===== src/rtl/soc_led_monitor_if.sv =====
// Log read port of the LED monitor: pop strobe, first-word-fall-through
// head entry and log status flags.
interface soc_led_monitor_if #(
    parameter int LED_W = 4,
    parameter int CNT_W = 16
) ();
    logic                   log_rd_en;
    logic [CNT_W+LED_W-1:0] log_rd_data;
    logic                   log_empty;
    logic                   log_full;
    logic                   log_overflow;

    // Consumer side: reads the log.
    modport master (
        output log_rd_en,
        input  log_rd_data,
        input  log_empty,
        input  log_full,
        input  log_overflow
    );

    // Monitor side: owns the log.
    modport slave (
        input  log_rd_en,
        output log_rd_data,
        output log_empty,
        output log_full,
        output log_overflow
    );
endinterface


===== src/rtl/soc_led_monitor.sv =====
// LED bus observer: counts run cycles, time-stamps every LED change into a
// small FIFO log and settles on a PASS / FAIL / TIMEOUT verdict.
module soc_led_monitor #(
    parameter int               LED_W         = 4,
    parameter int               CNT_W         = 16,
    parameter int               MAX_CYCLES    = 200,
    parameter logic [LED_W-1:0] PASS_PATTERN  = 4'hF,
    parameter logic [LED_W-1:0] FAIL_PATTERN  = 4'h5,
    parameter int               STABLE_CYCLES = 8,
    parameter int               LOG_DEPTH     = 8
) (
    input  logic             clk,
    input  logic             resetn,
    input  logic             enable,
    input  logic [LED_W-1:0] led,
    soc_led_monitor_if.slave log_if,
    output logic [CNT_W-1:0] cycle_count,
    output logic [CNT_W-1:0] change_count,
    output logic [1:0]       state,
    output logic             done,
    output logic             pass,
    output logic             fail,
    output logic             timeout
);

    localparam int PTR_W = (LOG_DEPTH > 1) ? $clog2(LOG_DEPTH) : 1;
    localparam int OCC_W = PTR_W + 1;
    localparam int ENT_W = CNT_W + LED_W;

    localparam logic [CNT_W-1:0] CNT_ZERO   = {CNT_W{1'b0}};
    localparam logic [CNT_W-1:0] CNT_ONE    = {{(CNT_W-1){1'b0}}, 1'b1};
    localparam logic [CNT_W-1:0] CNT_SAT    = {CNT_W{1'b1}};
    localparam logic [CNT_W-1:0] TIMEOUT_AT = CNT_W'(MAX_CYCLES - 1);
    localparam logic [CNT_W-1:0] STABLE_AT  = CNT_W'(STABLE_CYCLES);
    localparam logic [OCC_W-1:0] OCC_ZERO   = {OCC_W{1'b0}};
    localparam logic [OCC_W-1:0] OCC_ONE    = {{(OCC_W-1){1'b0}}, 1'b1};
    localparam logic [OCC_W-1:0] OCC_FULL   = OCC_W'(LOG_DEPTH);
    localparam logic [PTR_W-1:0] PTR_ZERO   = {PTR_W{1'b0}};
    localparam logic [PTR_W-1:0] PTR_ONE    = {{(PTR_W-1){1'b0}}, 1'b1};

    typedef enum logic [1:0] {
        ST_IDLE   = 2'd0,
        ST_RUN    = 2'd1,
        ST_SETTLE = 2'd2,
        ST_DONE   = 2'd3
    } state_t;

    // Registered state
    state_t           state_r;
    logic [CNT_W-1:0] settle_cnt_r;
    logic [LED_W-1:0] sig_r;
    logic             done_r;
    logic             pass_r;
    logic             fail_r;
    logic             timeout_r;
    logic [CNT_W-1:0] cycle_count_r;
    logic [CNT_W-1:0] change_count_r;
    logic [LED_W-1:0] led_prev_r;
    logic [ENT_W-1:0] mem_r [LOG_DEPTH];
    logic [PTR_W-1:0] wr_ptr_r;
    logic [PTR_W-1:0] rd_ptr_r;
    logic [OCC_W-1:0] occ_r;
    logic             empty_r;
    logic             full_r;
    logic             overflow_r;

    // Combinational decisions
    state_t           state_nxt_s;
    logic [CNT_W-1:0] settle_nxt_s;
    logic [LED_W-1:0] sig_nxt_s;
    logic             done_nxt_s;
    logic             pass_nxt_s;
    logic             fail_nxt_s;
    logic             timeout_nxt_s;
    logic             settle_done_s;
    logic             active_s;
    logic             change_s;
    logic             is_pattern_s;
    logic             pop_s;
    logic             push_s;
    logic             drop_s;
    logic [OCC_W-1:0] occ_nxt_s;

    // Classify the cycle: activity, LED change, and log push/pop/drop decisions
    always_comb begin
        active_s     = 1'b0;
        change_s     = 1'b0;
        is_pattern_s = 1'b0;
        pop_s        = 1'b0;
        push_s       = 1'b0;
        drop_s       = 1'b0;
        if ((state_r == ST_RUN) || (state_r == ST_SETTLE)) begin
            active_s = enable;
        end else begin
            active_s = 1'b0;
        end
        change_s     = active_s && (led != led_prev_r);
        is_pattern_s = (led == PASS_PATTERN) || (led == FAIL_PATTERN);
        // A pop frees the slot the push needs, so a full log still accepts
        // an entry when it is read in the same cycle.
        pop_s        = log_if.log_rd_en && !empty_r;
        push_s       = change_s && (!full_r || pop_s);
        drop_s       = change_s && full_r && !pop_s;
    end

    // Next log occupancy from the push/pop pair
    always_comb begin
        occ_nxt_s = occ_r;
        case ({push_s, pop_s})
            2'b10:   occ_nxt_s = occ_r + OCC_ONE;
            2'b01:   occ_nxt_s = occ_r - OCC_ONE;
            default: occ_nxt_s = occ_r;
        endcase
    end

    // Next state, settle counter, signature and verdict flags
    always_comb begin
        state_nxt_s   = state_r;
        settle_nxt_s  = settle_cnt_r;
        sig_nxt_s     = sig_r;
        done_nxt_s    = done_r;
        pass_nxt_s    = pass_r;
        fail_nxt_s    = fail_r;
        timeout_nxt_s = timeout_r;
        settle_done_s = 1'b0;

        case (state_r)
            ST_IDLE: begin
                if (enable) begin
                    state_nxt_s = ST_RUN;
                end else begin
                    state_nxt_s = ST_IDLE;
                end
            end
            ST_RUN: begin
                if (active_s && is_pattern_s) begin
                    state_nxt_s  = ST_SETTLE;
                    settle_nxt_s = CNT_ONE;
                    sig_nxt_s    = led;
                end else begin
                    state_nxt_s = ST_RUN;
                end
            end
            ST_SETTLE: begin
                if (!active_s) begin
                    state_nxt_s = ST_SETTLE;
                end else if (led == sig_r) begin
                    settle_nxt_s = settle_cnt_r + CNT_ONE;
                end else if (is_pattern_s) begin
                    // Jumped straight to the other signature: restart on it.
                    settle_nxt_s = CNT_ONE;
                    sig_nxt_s    = led;
                end else begin
                    state_nxt_s  = ST_RUN;
                    settle_nxt_s = CNT_ZERO;
                end
            end
            ST_DONE: begin
                state_nxt_s = ST_DONE;
            end
            default: begin
                state_nxt_s = ST_IDLE;
            end
        endcase

        // A completed signature outranks a coincident timeout.
        settle_done_s = active_s && (state_nxt_s == ST_SETTLE) &&
                        (settle_nxt_s == STABLE_AT);
        if (settle_done_s) begin
            state_nxt_s   = ST_DONE;
            done_nxt_s    = 1'b1;
            pass_nxt_s    = (sig_nxt_s == PASS_PATTERN);
            fail_nxt_s    = (sig_nxt_s != PASS_PATTERN);
            timeout_nxt_s = 1'b0;
        end else if (active_s && (cycle_count_r == TIMEOUT_AT)) begin
            state_nxt_s   = ST_DONE;
            done_nxt_s    = 1'b1;
            pass_nxt_s    = 1'b0;
            fail_nxt_s    = 1'b0;
            timeout_nxt_s = 1'b1;
        end else begin
            done_nxt_s = done_r;
        end
    end

    // FSM state, settle counter, latched signature and sticky verdict flags
    always_ff @(posedge clk or negedge resetn) begin
        if (!resetn) begin
            state_r      <= ST_IDLE;
            settle_cnt_r <= CNT_ZERO;
            sig_r        <= {LED_W{1'b0}};
            done_r       <= 1'b0;
            pass_r       <= 1'b0;
            fail_r       <= 1'b0;
            timeout_r    <= 1'b0;
        end else begin
            state_r      <= state_nxt_s;
            settle_cnt_r <= settle_nxt_s;
            sig_r        <= sig_nxt_s;
            done_r       <= done_nxt_s;
            pass_r       <= pass_nxt_s;
            fail_r       <= fail_nxt_s;
            timeout_r    <= timeout_nxt_s;
        end
    end

    // Saturating run-cycle and change counters, advancing only on active cycles
    always_ff @(posedge clk or negedge resetn) begin
        if (!resetn) begin
            cycle_count_r  <= CNT_ZERO;
            change_count_r <= CNT_ZERO;
        end else if (active_s) begin
            if (cycle_count_r != CNT_SAT) begin
                cycle_count_r <= cycle_count_r + CNT_ONE;
            end
            if (change_s && (change_count_r != CNT_SAT)) begin
                change_count_r <= change_count_r + CNT_ONE;
            end
        end
    end

    // Previous LED value: tracks the bus in IDLE so entry into RUN logs nothing
    always_ff @(posedge clk or negedge resetn) begin
        if (!resetn) begin
            led_prev_r <= {LED_W{1'b0}};
        end else if ((state_r == ST_IDLE) || active_s) begin
            led_prev_r <= led;
        end
    end

    // Change log: storage, wrapping pointers, occupancy, status and overflow
    always_ff @(posedge clk or negedge resetn) begin
        if (!resetn) begin
            for (int i = 0; i < LOG_DEPTH; i++) begin
                mem_r[i] <= {ENT_W{1'b0}};
            end
            wr_ptr_r   <= PTR_ZERO;
            rd_ptr_r   <= PTR_ZERO;
            occ_r      <= OCC_ZERO;
            empty_r    <= 1'b1;
            full_r     <= 1'b0;
            overflow_r <= 1'b0;
        end else begin
            if (push_s) begin
                mem_r[wr_ptr_r] <= {cycle_count_r, led};
                wr_ptr_r        <= wr_ptr_r + PTR_ONE;
            end
            if (pop_s) begin
                rd_ptr_r <= rd_ptr_r + PTR_ONE;
            end
            if (drop_s) begin
                overflow_r <= 1'b1;
            end
            occ_r   <= occ_nxt_s;
            empty_r <= (occ_nxt_s == OCC_ZERO);
            full_r  <= (occ_nxt_s == OCC_FULL);
        end
    end

    assign log_if.log_rd_data  = mem_r[rd_ptr_r];
    assign log_if.log_empty    = empty_r;
    assign log_if.log_full     = full_r;
    assign log_if.log_overflow = overflow_r;

    assign cycle_count  = cycle_count_r;
    assign change_count = change_count_r;
    assign state        = state_r;
    assign done         = done_r;
    assign pass         = pass_r;
    assign fail         = fail_r;
    assign timeout      = timeout_r;

endmodule


===== src/flat_wrapper.sv =====
// flat-port wrapper written by rule: the top's interface ports become plain ports
module soc_led_monitor_flat 
#(
    parameter int               LED_W         = 4,
    parameter int               CNT_W         = 16,
    parameter int               MAX_CYCLES    = 200,
    parameter logic [LED_W-1:0] PASS_PATTERN  = 4'hF,
    parameter logic [LED_W-1:0] FAIL_PATTERN  = 4'h5,
    parameter int               STABLE_CYCLES = 8,
    parameter int               LOG_DEPTH     = 8
)
  (clk, resetn, enable, led, cycle_count, change_count, state, done, pass, fail, timeout, log_if_log_rd_en, log_if_log_rd_data, log_if_log_empty, log_if_log_full, log_if_log_overflow);
  soc_led_monitor_if #(.LED_W(LED_W), .CNT_W(CNT_W)) log_if_i ();
  input  logic clk;
  input  logic resetn;
  input  logic enable;
  input  logic [LED_W-1:0] led;
  output logic [CNT_W-1:0] cycle_count;
  output logic [CNT_W-1:0] change_count;
  output logic [1:0] state;
  output logic done;
  output logic pass;
  output logic fail;
  output logic timeout;
  input wire logic [$bits(log_if_i.log_rd_en)-1:0] log_if_log_rd_en;
  output wire logic [$bits(log_if_i.log_rd_data)-1:0] log_if_log_rd_data;
  output wire logic [$bits(log_if_i.log_empty)-1:0] log_if_log_empty;
  output wire logic [$bits(log_if_i.log_full)-1:0] log_if_log_full;
  output wire logic [$bits(log_if_i.log_overflow)-1:0] log_if_log_overflow;
  assign log_if_i.log_rd_en = log_if_log_rd_en;
  assign log_if_log_rd_data = log_if_i.log_rd_data;
  assign log_if_log_empty = log_if_i.log_empty;
  assign log_if_log_full = log_if_i.log_full;
  assign log_if_log_overflow = log_if_i.log_overflow;
  soc_led_monitor #(.LED_W(LED_W), .CNT_W(CNT_W), .MAX_CYCLES(MAX_CYCLES), .PASS_PATTERN(PASS_PATTERN), .FAIL_PATTERN(FAIL_PATTERN), .STABLE_CYCLES(STABLE_CYCLES), .LOG_DEPTH(LOG_DEPTH)) u_core (.clk(clk), .resetn(resetn), .enable(enable), .led(led), .log_if(log_if_i), .cycle_count(cycle_count), .change_count(change_count), .state(state), .done(done), .pass(pass), .fail(fail), .timeout(timeout));
endmodule

===== config.mk =====
export PLATFORM = sky130hd
export DESIGN_NAME = soc_led_monitor_flat
export DESIGN_NICKNAME = d
export VERILOG_FILES = /design/src/rtl/soc_led_monitor_if.sv /design/src/rtl/soc_led_monitor.sv /design/src/flat_wrapper.sv
export SDC_FILE = /design/constraint.sdc
export NUM_CORES = 1
export LEC_CHECK = 0
export ABC_CLOCK_PERIOD_IN_PS = 3800
export BUFFER_PORTS_ARGS = -buffer_cell sky130_fd_sc_hd__buf_2
export CORE_ASPECT_RATIO = 0.6
export CORE_MARGIN = 10
export CORE_UTILIZATION = 45
export CTS_BUF_LIST = sky130_fd_sc_hd__clkbuf_2 sky130_fd_sc_hd__clkbuf_4 sky130_fd_sc_hd__clkbuf_8
export DETAILED_ROUTE_END_ITERATION = 12
export PLACE_DENSITY = 0.74
export SLEW_MARGIN = 20
export SYNTH_ARGS = -nofsm -noshare
export SYNTH_HDL_FRONTEND = slang
export SYNTH_SLANG_ARGS = --single-unit
export TNS_END_PERCENT = 1

===== constraint.sdc =====
create_clock -name clk -period 3.8 [get_ports clk]
set_input_delay 0.19 -clock clk [delete_from_list [all_inputs] [get_ports clk]]
set_output_delay 0.19 -clock clk [all_outputs]
set_load 0.01 [all_outputs]

Word-level counts from Yosys, hierarchy flattened
Index checks and enable logic that the tools add are counted.
Storage, ports and cells
  register bits after elaboration: 235
  input bits: 8
  output and inout port bits: 61
  word-level logic and storage cells: 108
Cells by class
  $add $sub $neg: 7
  $lt $le $gt $ge: 3
  eq/ne operators: 17
  multiplexer cells: 32
  bitwise gates (word level): 2
  reductions and logical operators: 23
Operators by type and width (number)
  160-bit bitwise mux: 1
  20-bit binary-select mux with 3-bit select: 1
  20-bit demux with 3-bit select: 1
  20-bit 2-to-1 mux: 3
  16-bit by 1-bit adder with 16-bit output (second input constant): 3
  16-bit 2-to-1 mux: 3
  16-bit inequality test (second input constant): 2
  16-bit case mux with 2 select lines: 1
  16-bit by 4-bit == test with 1-bit output (second input constant): 1
  16-bit by 8-bit == test with 1-bit output (second input constant): 1
  4-bit 2-to-1 mux: 4
  4-bit case mux with 2 select lines: 2
  4-bit == test (second input constant): 3
  2-bit 2-to-1 mux: 6
  1-bit logical AND: 11
  1-bit 2-to-1 mux: 9
  2-bit == test (second input constant): 4
  4-bit greater-or-equal comparator (second input constant): 2
  3-bit NOT with 4-bit output: 2
  2-bit case mux with 4 select lines: 1
  3-bit by 1-bit adder with 3-bit output (second input constant): 2
  4-bit by 1-bit adder with 4-bit output (second input constant): 1
  2-bit by 1-bit == test with 1-bit output (second input constant): 2
  4-bit by 3-bit == test with 1-bit output (second input constant): 1
  other kinds (11): 17

Depth between registers and ports, before layout
Gate-level depths: netlist (run 1).
  depth after elaboration: 10
  gate-level depth with buffers: 16
  depth with buffers taken out: 14

Least setup slack after synthesis (run 1)
No wires, ideal clock.
  kind: reg-to-reg
  start: register u_core.state_r[0] (netlist: u_core.state[0])
  end: register u_core.full_r (netlist: u_core.log_if.log_full)
  library setup time: 0.073 ns
  data arrival time: 3.077 ns
  required time: 3.727 ns
  slack: 0.650 ns
  stages on the path, launching flop included: 14
  path buffers: 2
  period minus slack after synthesis: 3.150 ns
  cell sequence: dfrtp_1 > inv_1 > ha_1 > buf_4 > and2_1 > buf_2 > o41ai_1 > a21oi_2 > inv_1 > ha_1 > fa_1 > mux2_2 > or3_1 > nor2b_1
Between the ends
  longest elaborated chain between the ends: 8
  elaborated cells on any way between the ends: 10
  those cells by class: 5 x eq/ne; 2 x mux; 3 x reduce/logical
RTL lines
  start, declared: RTL line soc_led_monitor.sv:49  | state_t state_r;
  start signal, assigned: RTL line soc_led_monitor.sv:197  | state_r <= state_nxt_s;
  2-bit by 1-bit == test with 1-bit output or 2-bit == test (tied branches): RTL line soc_led_monitor.sv:92  | if ((state_r == ST_RUN) || (state_r == ST_SETTLE)) begin
  1-bit logical OR *: RTL line soc_led_monitor.sv:92
  1-bit 2-to-1 mux *: RTL line soc_led_monitor.sv:92
  1-bit logical AND *: RTL line soc_led_monitor.sv:97  | change_s = active_s && (led != led_prev_r);
  1-bit logical AND *: RTL line soc_led_monitor.sv:102  | push_s = change_s && (!full_r || pop_s);
  2-bit by 1-bit == test with 1-bit output or 2-bit == test (tied branches): RTL line soc_led_monitor.sv:109  | case ({push_s, pop_s})
  4-bit case mux with 2 select lines *: RTL line soc_led_monitor.sv:109
  via u_core.occ_nxt_s[1]: RTL line soc_led_monitor.sv:82  | logic [OCC_W-1:0] occ_nxt_s;
  4-bit == test *: RTL line soc_led_monitor.sv:256  | full_r <= (occ_nxt_s == OCC_FULL);
  end signal, assigned: RTL line soc_led_monitor.sv:256
  end, declared: RTL line soc_led_monitor.sv:64  | logic full_r;
The timed path passes the listed nets; every way through them passes the cells marked *.
A chain may end at the register's enable or synchronous reset.

Worst setup path in the final report (run 1)
  start: register u_core.state_r[1] (netlist: u_core.state[1])
  end: register u_core.pass_r (netlist: u_core.pass)
Between the ends
  longest elaborated chain between the ends: 10
  elaborated cells on any way between the ends: 26
  those cells by class: 6 x eq/ne; 13 x mux; 7 x reduce/logical
RTL lines
  branches (longest 10 deep; another with 16-bit 2-to-1 mux)
  end signal, assigned: RTL line soc_led_monitor.sv:201  | pass_r <= pass_nxt_s;
  end, declared: RTL line soc_led_monitor.sv:53  | logic pass_r;
Several ways; the timed one is not identified.

==> results of run 1 <==
synthesized netlist by cell type, drive strengths merged, types with 3 or more instances:
cell	count	share of area [%]
nand2b	3	0.17
nor2b	3	0.17
buf	27	1.2
nor2	31	1.0
a41o	3	0.27
nand2	51	1.7
mux2	189	19
nor3	11	0.53
xor2	16	1.2
dfrtp	234	52
and3	7	0.39
a21oi	14	0.65
or3	3	0.21
xnor2	31	2.4
clkbuf	35	1.2
o41ai	4	0.31
mux2i	3	0.27
nand3b	4	0.27
o22ai	3	0.17
ha	12	1.3
a31oi	4	0.22
o21ai	18	0.80
nand3	24	1.1
a221o	3	0.27
nor4	7	0.58
and2	3	0.17
inv	13	0.43
o211ai	3	0.20
nand4	15	1.0
mux4	40	8.0
and4	3	0.23
flip-flops by register name, summed over array words and instances, names as in the netlist, 2 cells and up:
| name | flops |
|---|---|
| u_core.sig_r | 4 |
| u_core.mem_r | 160 |
| u_core.occ_r | 4 |
| u_core.state | 2 |
| u_core.wr_ptr_r | 3 |
| u_core.change_count | 16 |
| u_core.led_prev_r | 4 |
| u_core.cycle_count | 16 |
| u_core.settle_cnt_r | 16 |
| u_core.rd_ptr_r | 3 |
critical path: stages (launching register included):
cell and delay, ns:
dfrtp_1 0.42, inv_1 0.08, ha_1 0.49, nand3_1 0.28, nor4_4 0.37, mux2_2 0.37, a221o_1 0.27, a2111oi_2 0.39
and4_1 0.37, mux2_4 0.32
worst paths after layout:
kind                       cells after the start             start  slack (ns)                endpoint
setup / recovery                               9   u_core.state[1]        0.31             u_core.pass
hold / removal                                 3  log_if_log_rd_en        0.08      u_core.rd_ptr_r[0]
setup reg to reg                               9   u_core.state[1]        0.31             u_core.pass
hold reg to reg                                1       u_core.done        0.47             u_core.done
max in group asynchronous                      3            resetn        2.67       u_core.mem_r[126]
min in group asynchronous                      2            resetn        0.22  u_core.change_count[6]
layer usage:
layer	vias up	global-route usage (%)
met5	-	0
met4	0	4.77
met3	37	3.15
met2	224	24.2
met1	3745	23.9
li1	3256	-
cells by family (layout without fill, tap and decap cells):
logic type               after synthesis  after routing
AO/OA/AOI/OAI                         75             75
XOR/XNOR                              47             47
adder cells (fa/ha/maj)               13             13
buffers and inverters                 75            172
flip-flops                           235            235
multiplexers                         232            232
AND/OR/NAND/NOR                      171            171
layout make-up:
cell class | count | area share, %
clock buffer | 61 | 5.78
clock inverter | 5 | 0.469
inverter | 13 | 0.381
sequential | 235 | 46.0
tap | 322 | 3.15
multi-input combinational | 538 | 39.8
timing repair buffer | 93 | 4.42
cell usage in the layout (no fill, tap or decap), drive strengths merged, types with 7 or more instances in the layout:
cell	count
a21oi	14
and3	7
buf	92
clkbuf	61
dfrtp	234
ha	12
inv	15
mux2	189
mux4	40
nand2	51
nand3	24
nand4	15
nor2	31
nor3	11
nor4	7
o21ai	18
xnor2	31
xor2	16
power by group through the flow:
stage	Sequential, mW	Clock, mW	Combinational, mW
after CTS	3.65	2.36	2.68
final	3.66	2.29	2.66
after detailed placement	3.69	0	2.67
after floorplan	3.38	0	2.06
after global placement	3.66	0	2.61
after global routing	3.75	2.46	2.89
==> impl_metrics.ini, run 1 <==
[synth]
ys_dominant_reg_cell = dfrtp_1
yosysUniqueCellTypes = 70
async_reset_ff_share_pct = 100
synth-simple-area-share_pct = 7.99
synthCells = 848
ys_ff_latch = 235
syn_nets = 869
synth_xor_area_share_pct = 3.65
synth_area_um2 = 11300
synthMuxAreaShare_pct = 27.2
yosys.area_share.adder_pct = 1.51
synth_top_family_by_area = multiplexers
synth_edf_count = 0
synth_compound_area_share_pct = 4.68
synth-seq-area-share_pct = 52.2
synth_warnings = 0
synth_area_per_cell_um2 = 13.3

[power]
internal_power_mw = 5.75
pwr_density_cell_nw_per_um2 = 673
power_mw = 8.61
comb_power_share_pct = 30.9
seqPwrFrac_pct = 42.5
p_leak_nw = 5.97
switching_power_mw = 2.86
p_sw_share_pct = 33.3
clockPowerShare_pct = 26.6
irDropWorstVdd_mv = 0.300

[finish]
antennaDiodeCount = 0
final_area_um2 = 12800
area_growth_pct = 13.5
fillerInstances = 2024
utilization_pct = 52.5
drive_gt1_share_pct = 42.8
fin_cells = 1267
fin_nets = 939
register_area_um2 = 5880
multi_input_area_um2 = 5100

[setup_path]
crit_type = reg2reg
cp.required_ns = 4.22
cp.arrival_ns = 3.91
endpoint_kind = flip-flop
crit_fanout = 11
start_kind = flip-flop

[clocking]
hold_buffers = 1
ctsHtreeMaxLevel = 2
root_buffer = clkbuf_8
path_clk_slew_ns = 0.07
clock_path_buffers = 3
cts_tree = yes
clock_latency_ns = 0.54
clkSinkCount = 235
post_cts_resized = 0
post_cts_buffers = 0
cts_inserted_buffers = 37

[floorplan]
num_io_pins = 69
start_util_pct = 46.2
dieHeight_um = 143
fp.coreArea_um2 = 24400
fp.dieW_um = 224
die-area_um2 = 32000
std_cell_rows = 44

[timing]
finalClockSkew_ns = 0.0337
fmax_ghz = 0.286
worst_pin_slew_ns = 1.15
finalMaxSlewViolations = 0
slew_headroom_pct = 23.0
rsz0062_at_grt = false
final.setup.tns_ns = 0
period_share_pct = 91.9
final-hold-violation-count = 0
setup_viol = 0
fin_crit_ns = 3.49
fin_ws_ns = 0.309
fin_hold_ws_ns = 0.0834

[status]
run_status = completed

[detailed_routing]
drt_pre_antenna_iters = 5
drcViolationCount = 0
wl_per_cell_um = 20.3
viasPerCell = 5.73
wl_met3_mm = 1.41
ant_nets = 0
vias = 7262
wirelength_met1_mm = 12.7
routed.top_layer = met4
wirelength_mm = 25.7
routed-wl-met2_mm = 11.1
drt_iter0_drc = 561

[min_path]
min_path_type = in2reg

[placed_design]
gp_congestion = 0.876
dp_cells = 1200
dp_slack_ns = 0.217
portBuffers = 68
dp_hpwl_mm = 17.0
dpl_cell_area_um2 = 12000

[global_routing]
grt_overflow = 0
grt_first_pass_wirelength_mm = 42.1
antenna_found_initial = 0
grt_start_max_net_pins = 100
grt_pass1_vias = 7480
grtUsageTotal_pct = 16.4

[job]
cap_violations = 0
Power figures use the tool's default switching activity.
==> run 2, diff against run 1 <==
Settings changed: ABC_CLOCK_PERIOD_IN_PS 3800 to 3900.
Clock period 3.8 ns to 3.9 ns, I/O delays scaled along.
==> run 2 against run 1 <==
  * Critical path depth did not move
  * Combinational power shrank 5%
  * Non-clock buffer count decreased by 4
==> impl_metrics.ini, run 2 (synthesis gave the netlist of run 1 again) <==
[detailed_routing]
wirelength_mm = 25.3
drt_iter0_drc = 712
wirelength_met1_mm = 12.6
vias = 7219
drcViolationCount = 0
wl_met3_mm = 1.56
viasPerCell = 5.72
routed.top_layer = met4
routed-wl-met2_mm = 10.7
ant_nets = 0
drt_pre_antenna_iters = 5
wl_per_cell_um = 20.0

[setup_path]
crit_type = reg2reg
max_stage_delay_ns = 0.50
path_delay_family = simple AND/OR/NAND/NOR gates
cp.arrival_ns = 3.88
cp.buffers_inverters = 1
start_kind = flip-flop
slowest_stage = ha_1
crit_fanout = 11
cp.required_ns = 4.29
path_cells = inv_1 -> ha_1 -> nand3_1 -> nor4_4 -> mux2_2 -> a221o_1 -> a2111oi_2 -> and4_1 -> mux2_4
endpoint_kind = flip-flop

[floorplan]
fp.dieW_um = 224
num_io_pins = 69
dieHeight_um = 143
die-area_um2 = 32000
fp.coreArea_um2 = 24400
std_cell_rows = 44
start_util_pct = 46.2

[finish]
antennaDiodeCount = 0
final_common_cell = dfrtp_1
largest_register_ffs = 160
fillerInstances = 2058
fin_nets = 935
top_register = u_core.mem_r
drive_gt1_share_pct = 42.4
register_area_um2 = 5880
final_cell_mix = dfrtp_1 (232), mux2_2 (188), buf_2 (67)
area_growth_pct = 13.3
multi_input_area_um2 = 5090
utilization_pct = 52.4

[timing]
fin_crit_ns = 3.49
worst_pin_slew_ns = 1.13
setup_viol = 0
fin_hold_ws_ns = 0.0971
slew_headroom_pct = 24.6
rsz0062_at_grt = false
finalClockSkew_ns = 0.0234
final-hold-violation-count = 0
fin_ws_ns = 0.411
final.setup.tns_ns = 0
period_share_pct = 89.5
fmax_ghz = 0.287
finalMaxSlewViolations = 0

[status]
run_status = completed

[global_routing]
grtUsageTotal_pct = 16.1
grt_overflow = 0
antenna_found_initial = 0
grt_pass1_vias = 7313
grt_first_pass_wirelength_mm = 41.5
grt_start_max_net_pins = 100

[placed_design]
dp_hpwl_mm = 16.5
dp_slack_ns = 0.460
gp_congestion = 0.907
portBuffers = 68

[clocking]
cts_inserted_buffers = 37
cts_tree = yes
path_clk_slew_ns = 0.06
ctsHtreeMaxLevel = 2
clock_latency_ns = 0.53
root_buffer = clkbuf_8
clkSinkCount = 235
clock_path_buffers = 3
post_cts_resized = 0

[job]
cap_violations = 0

[power]
irDropWorstVdd_mv = 0.316
clockPowerShare_pct = 26.0
seqPwrFrac_pct = 43.4
p_sw_share_pct = 33.1
switching_power_mw = 2.75
p_leak_nw = 5.95
comb_power_share_pct = 30.6
pwr_density_cell_nw_per_um2 = 649
internal_power_mw = 5.54

[min_path]
min_path_type = in2reg
## run 2: worst min-delay path: cells and delay by family
family	cells	cell delay, ns
and+or+nand+nor	3	0.31
buffers and inverters	1	0.08
## run 2: area by class of cell
| class | instances | share of cell area [%] |
|---|---|---|
| flip-flops and latches | 235 | 46.1 |
| multi-input cells | 538 | 39.8 |
| clock buffers | 61 | 5.84 |
| repair buffers | 89 | 4.49 |
| well taps | 322 | 3.15 |
| inverters | 13 | 0.382 |
| clock inverters | 5 | 0.235 |
## run 2: worst paths after layout
path | from | end | slack [ns] | depth (start not counted)
max reg2reg | u_core.state[0] | u_core.pass | 0.41 | 9
min reg2reg | u_core.occ_r[3] | u_core.occ_r[3] | 0.47 | 1
min in group asynchronous | resetn | u_core.change_count[4] | 0.31 | 2
max in group asynchronous | resetn | u_core.settle_cnt_r[12] | 2.68 | 3
max | u_core.state[0] | u_core.pass | 0.41 | 9
min | log_if_log_rd_en | u_core.rd_ptr_r[1] | 0.1 | 4
## run 2: layer usage
metal	vias up	global-route usage, %
li1	3240	-
met1	3699	24.4
met2	230	22.6
met3	50	3.42
met4	0	4.52
met5	-	0
## run 2: what timing repair did
item,CTS,global route
hold buffers,1,0
setup buffers,0,0
endpoints found under the hold margin,96,0
## run 2: power groups by stage
stage	sequential [mW]	combinational, mW	clock (mW)
finish	3.59	2.54	2.16
global placement	3.60	2.51	0
global route	3.69	2.77	2.35
CTS	3.59	2.57	2.22
floorplan	3.29	2.01	0
detailed placement	3.63	2.56	0
## run 2: stage by stage
step           cell area [um2]  total power, mW  cells
3_5_place_dp             12000             6.19   1196
6_report                 12800             8.29   1263
4_1_cts                  12800             8.38   1263
3_3_place_gp             12000             6.11   1196
5_1_grt                  12800             8.81   1263
2_1_floorplan            11300             5.30    848
==> run 3, diff against run 2 <==
Settings changed: ABC_CLOCK_PERIOD_IN_PS 3900 to 3450.
Clock period 3.9 ns to 3.45 ns, I/O delays scaled along.
==> run 3 against run 2 <==
  * Worst hold slack got worse by 0.0012 ns
  * Cell count rose by 0.71%
  * Sequential power rose by 11%
  * Global-route usage barely moved
  * Combinational power rose by 19%
  * Final area rose by 0.73%
  * Worst setup slack got worse by 0.20 ns
  * Power rose by 14%
  * Clock skew rose by 0.0035 ns
  * Critical endpoint unchanged
  * Clock power rose by 14%
  * Sequential share of layout area fell by 0.34 points
  * Utilization rose by 0.38 points
==> impl_metrics.ini, run 3 (synthesis gave the netlist of run 1 again) <==
[status]
run_status = completed

[setup_path]
crit_fanout = 5
cp.buffers_inverters = 1
cp.arrival_ns = 3.64
crit_type = reg2reg
start_kind = flip-flop
max_stage_delay_ns = 0.40
cp.required_ns = 3.86
path_delay_family = simple AND/OR/NAND/NOR gates
path_cells = inv_1 -> ha_2 -> nand3_1 -> nor4_4 -> mux2_2 -> a221o_1 -> a2111oi_2 -> and4_1 -> mux2_4
endpoint_kind = flip-flop
slowest_stage = ha_2

[clocking]
path_clk_slew_ns = 0.07
ctsHtreeMaxLevel = 2
cts_inserted_buffers = 37
cts_tree = yes
root_buffer = clkbuf_8
clock_path_buffers = 3
clkSinkCount = 235
clock_latency_ns = 0.53

[detailed_routing]
viasPerCell = 5.71
wl_met3_mm = 1.73
routed-wl-met2_mm = 11.0
ant_nets = 0
wirelength_met1_mm = 12.5
routed.top_layer = met4
drt_pre_antenna_iters = 5
drt_iter0_drc = 646
wl_per_cell_um = 20.2
vias = 7268
wirelength_mm = 25.7
drcViolationCount = 0

[finish]
drive_gt1_share_pct = 43.2
final_cell_mix = dfrtp_1 (232), mux2_2 (188), buf_2 (67)
final_common_cell = dfrtp_1
fillerInstances = 1979
area_growth_pct = 14.2
utilization_pct = 52.8
fin_nets = 946
top_register = u_core.mem_r
largest_register_ffs = 160
antennaDiodeCount = 0

[job]
cap_violations = 0

[timing]
fmax_ghz = 0.309
final-hold-violation-count = 0
rsz0062_at_grt = false
fin_crit_ns = 3.24
finalMaxSlewViolations = 0
setup_viol = 0
worst_pin_slew_ns = 0.827
slew_headroom_pct = 44.8
final.setup.tns_ns = 0
finalClockSkew_ns = 0.0269
period_share_pct = 93.8

[floorplan]
die-area_um2 = 32000
fp.coreArea_um2 = 24400
start_util_pct = 46.2
fp.dieW_um = 224
dieHeight_um = 143
std_cell_rows = 44
num_io_pins = 69

[placed_design]
dp_hpwl_mm = 17.2
gp_congestion = 0.912
portBuffers = 68

[power]
clockPowerShare_pct = 25.9
irDropWorstVdd_mv = 0.370
switching_power_mw = 3.15
internal_power_mw = 6.31
comb_power_share_pct = 31.8
p_sw_share_pct = 33.3
seqPwrFrac_pct = 42.2
p_leak_nw = 5.99
pwr_density_cell_nw_per_um2 = 735

[global_routing]
grt_pass1_vias = 7437
grt_start_max_net_pins = 97
grtUsageTotal_pct = 16.2
grt_first_pass_wirelength_mm = 41.7
grt_overflow = 0
antenna_found_initial = 0

[min_path]
min_path_type = in2reg
-- run 3: layout make-up --
cell class / count / area (um2) / share of cell area [%]
Sequential cell: 235 / 5880 / 45.7
Multi-Input combinational cell: 538 / 5090 / 39.6
Clock buffer: 58 / 736 / 5.72
Timing Repair Buffer: 100 / 656 / 5.09
Tap cell: 322 / 403 / 3.13
Inverter: 13 / 48.8 / 0.379
Clock inverter: 6 / 46.3 / 0.360
-- run 3: routing by layer --
| layer | up-vias | global-route usage, % |
|---|---|---|
| met5 | - | 0 |
| met1 | 3727 | 23.5 |
| met3 | 40 | 3.54 |
| li1 | 3270 | - |
| met2 | 231 | 23.3 |
| met4 | 0 | 5.42 |
-- run 3: stage by stage --
step	hold slack (ns)	setup WS (ns)	area [um2]	std cells	total power, mW
floorplan	-0.123	0.300	11300	848	5.99
detailed placement	0.260	0.185	12100	1206	7.06
CTS	0.0787	0.150	12900	1271	9.55
global placement	0.259	0.305	12100	1206	6.97
global route	0.102	0.0109	12900	1272	10.0
finish	0.0959	0.212	12900	1272	9.46
-- run 3: repair_timing --
action,CTS,global route
hold buffers,1,0
endpoints found under the hold margin,93,0
gates resized for setup,0,2
endpoints found under the setup margin,0,2
buffers inserted,0,1
-- run 3: worst paths after layout --
check | startpoint | endpoint | slack [ns] | cells after the start
min in group asynchronous | resetn | u_core.change_count[4] | 0.26 | 2
worst min register to register | u_core.done | u_core.done | 0.47 | 1
max in group asynchronous | resetn | u_core.mem_r[27] | 2.26 | 3
worst max-delay path | u_core.state[0] | u_core.pass | 0.21 | 9
worst max register to register | u_core.state[0] | u_core.pass | 0.21 | 9
worst min-delay path | log_if_log_rd_en | u_core.rd_ptr_r[1] | 0.1 | 4
-- run 3: tightest hold or removal path, cell delays in order --
cell and delay (ns):
buf_2 0.08, nand2b_1 0.15, nand2_1 0.11, nand2_1 0.05
-- run 3: power groups by stage --
stage / sequential (mW) / clock, mW / combinational (mW)
global placement: 4.01 / 0 / 2.96
floorplan: 3.72 / 0 / 2.27
CTS: 4.00 / 2.52 / 3.03
detailed placement: 4.03 / 0 / 3.02
finish: 4.00 / 2.46 / 3.01
global route: 4.09 / 2.65 / 3.27
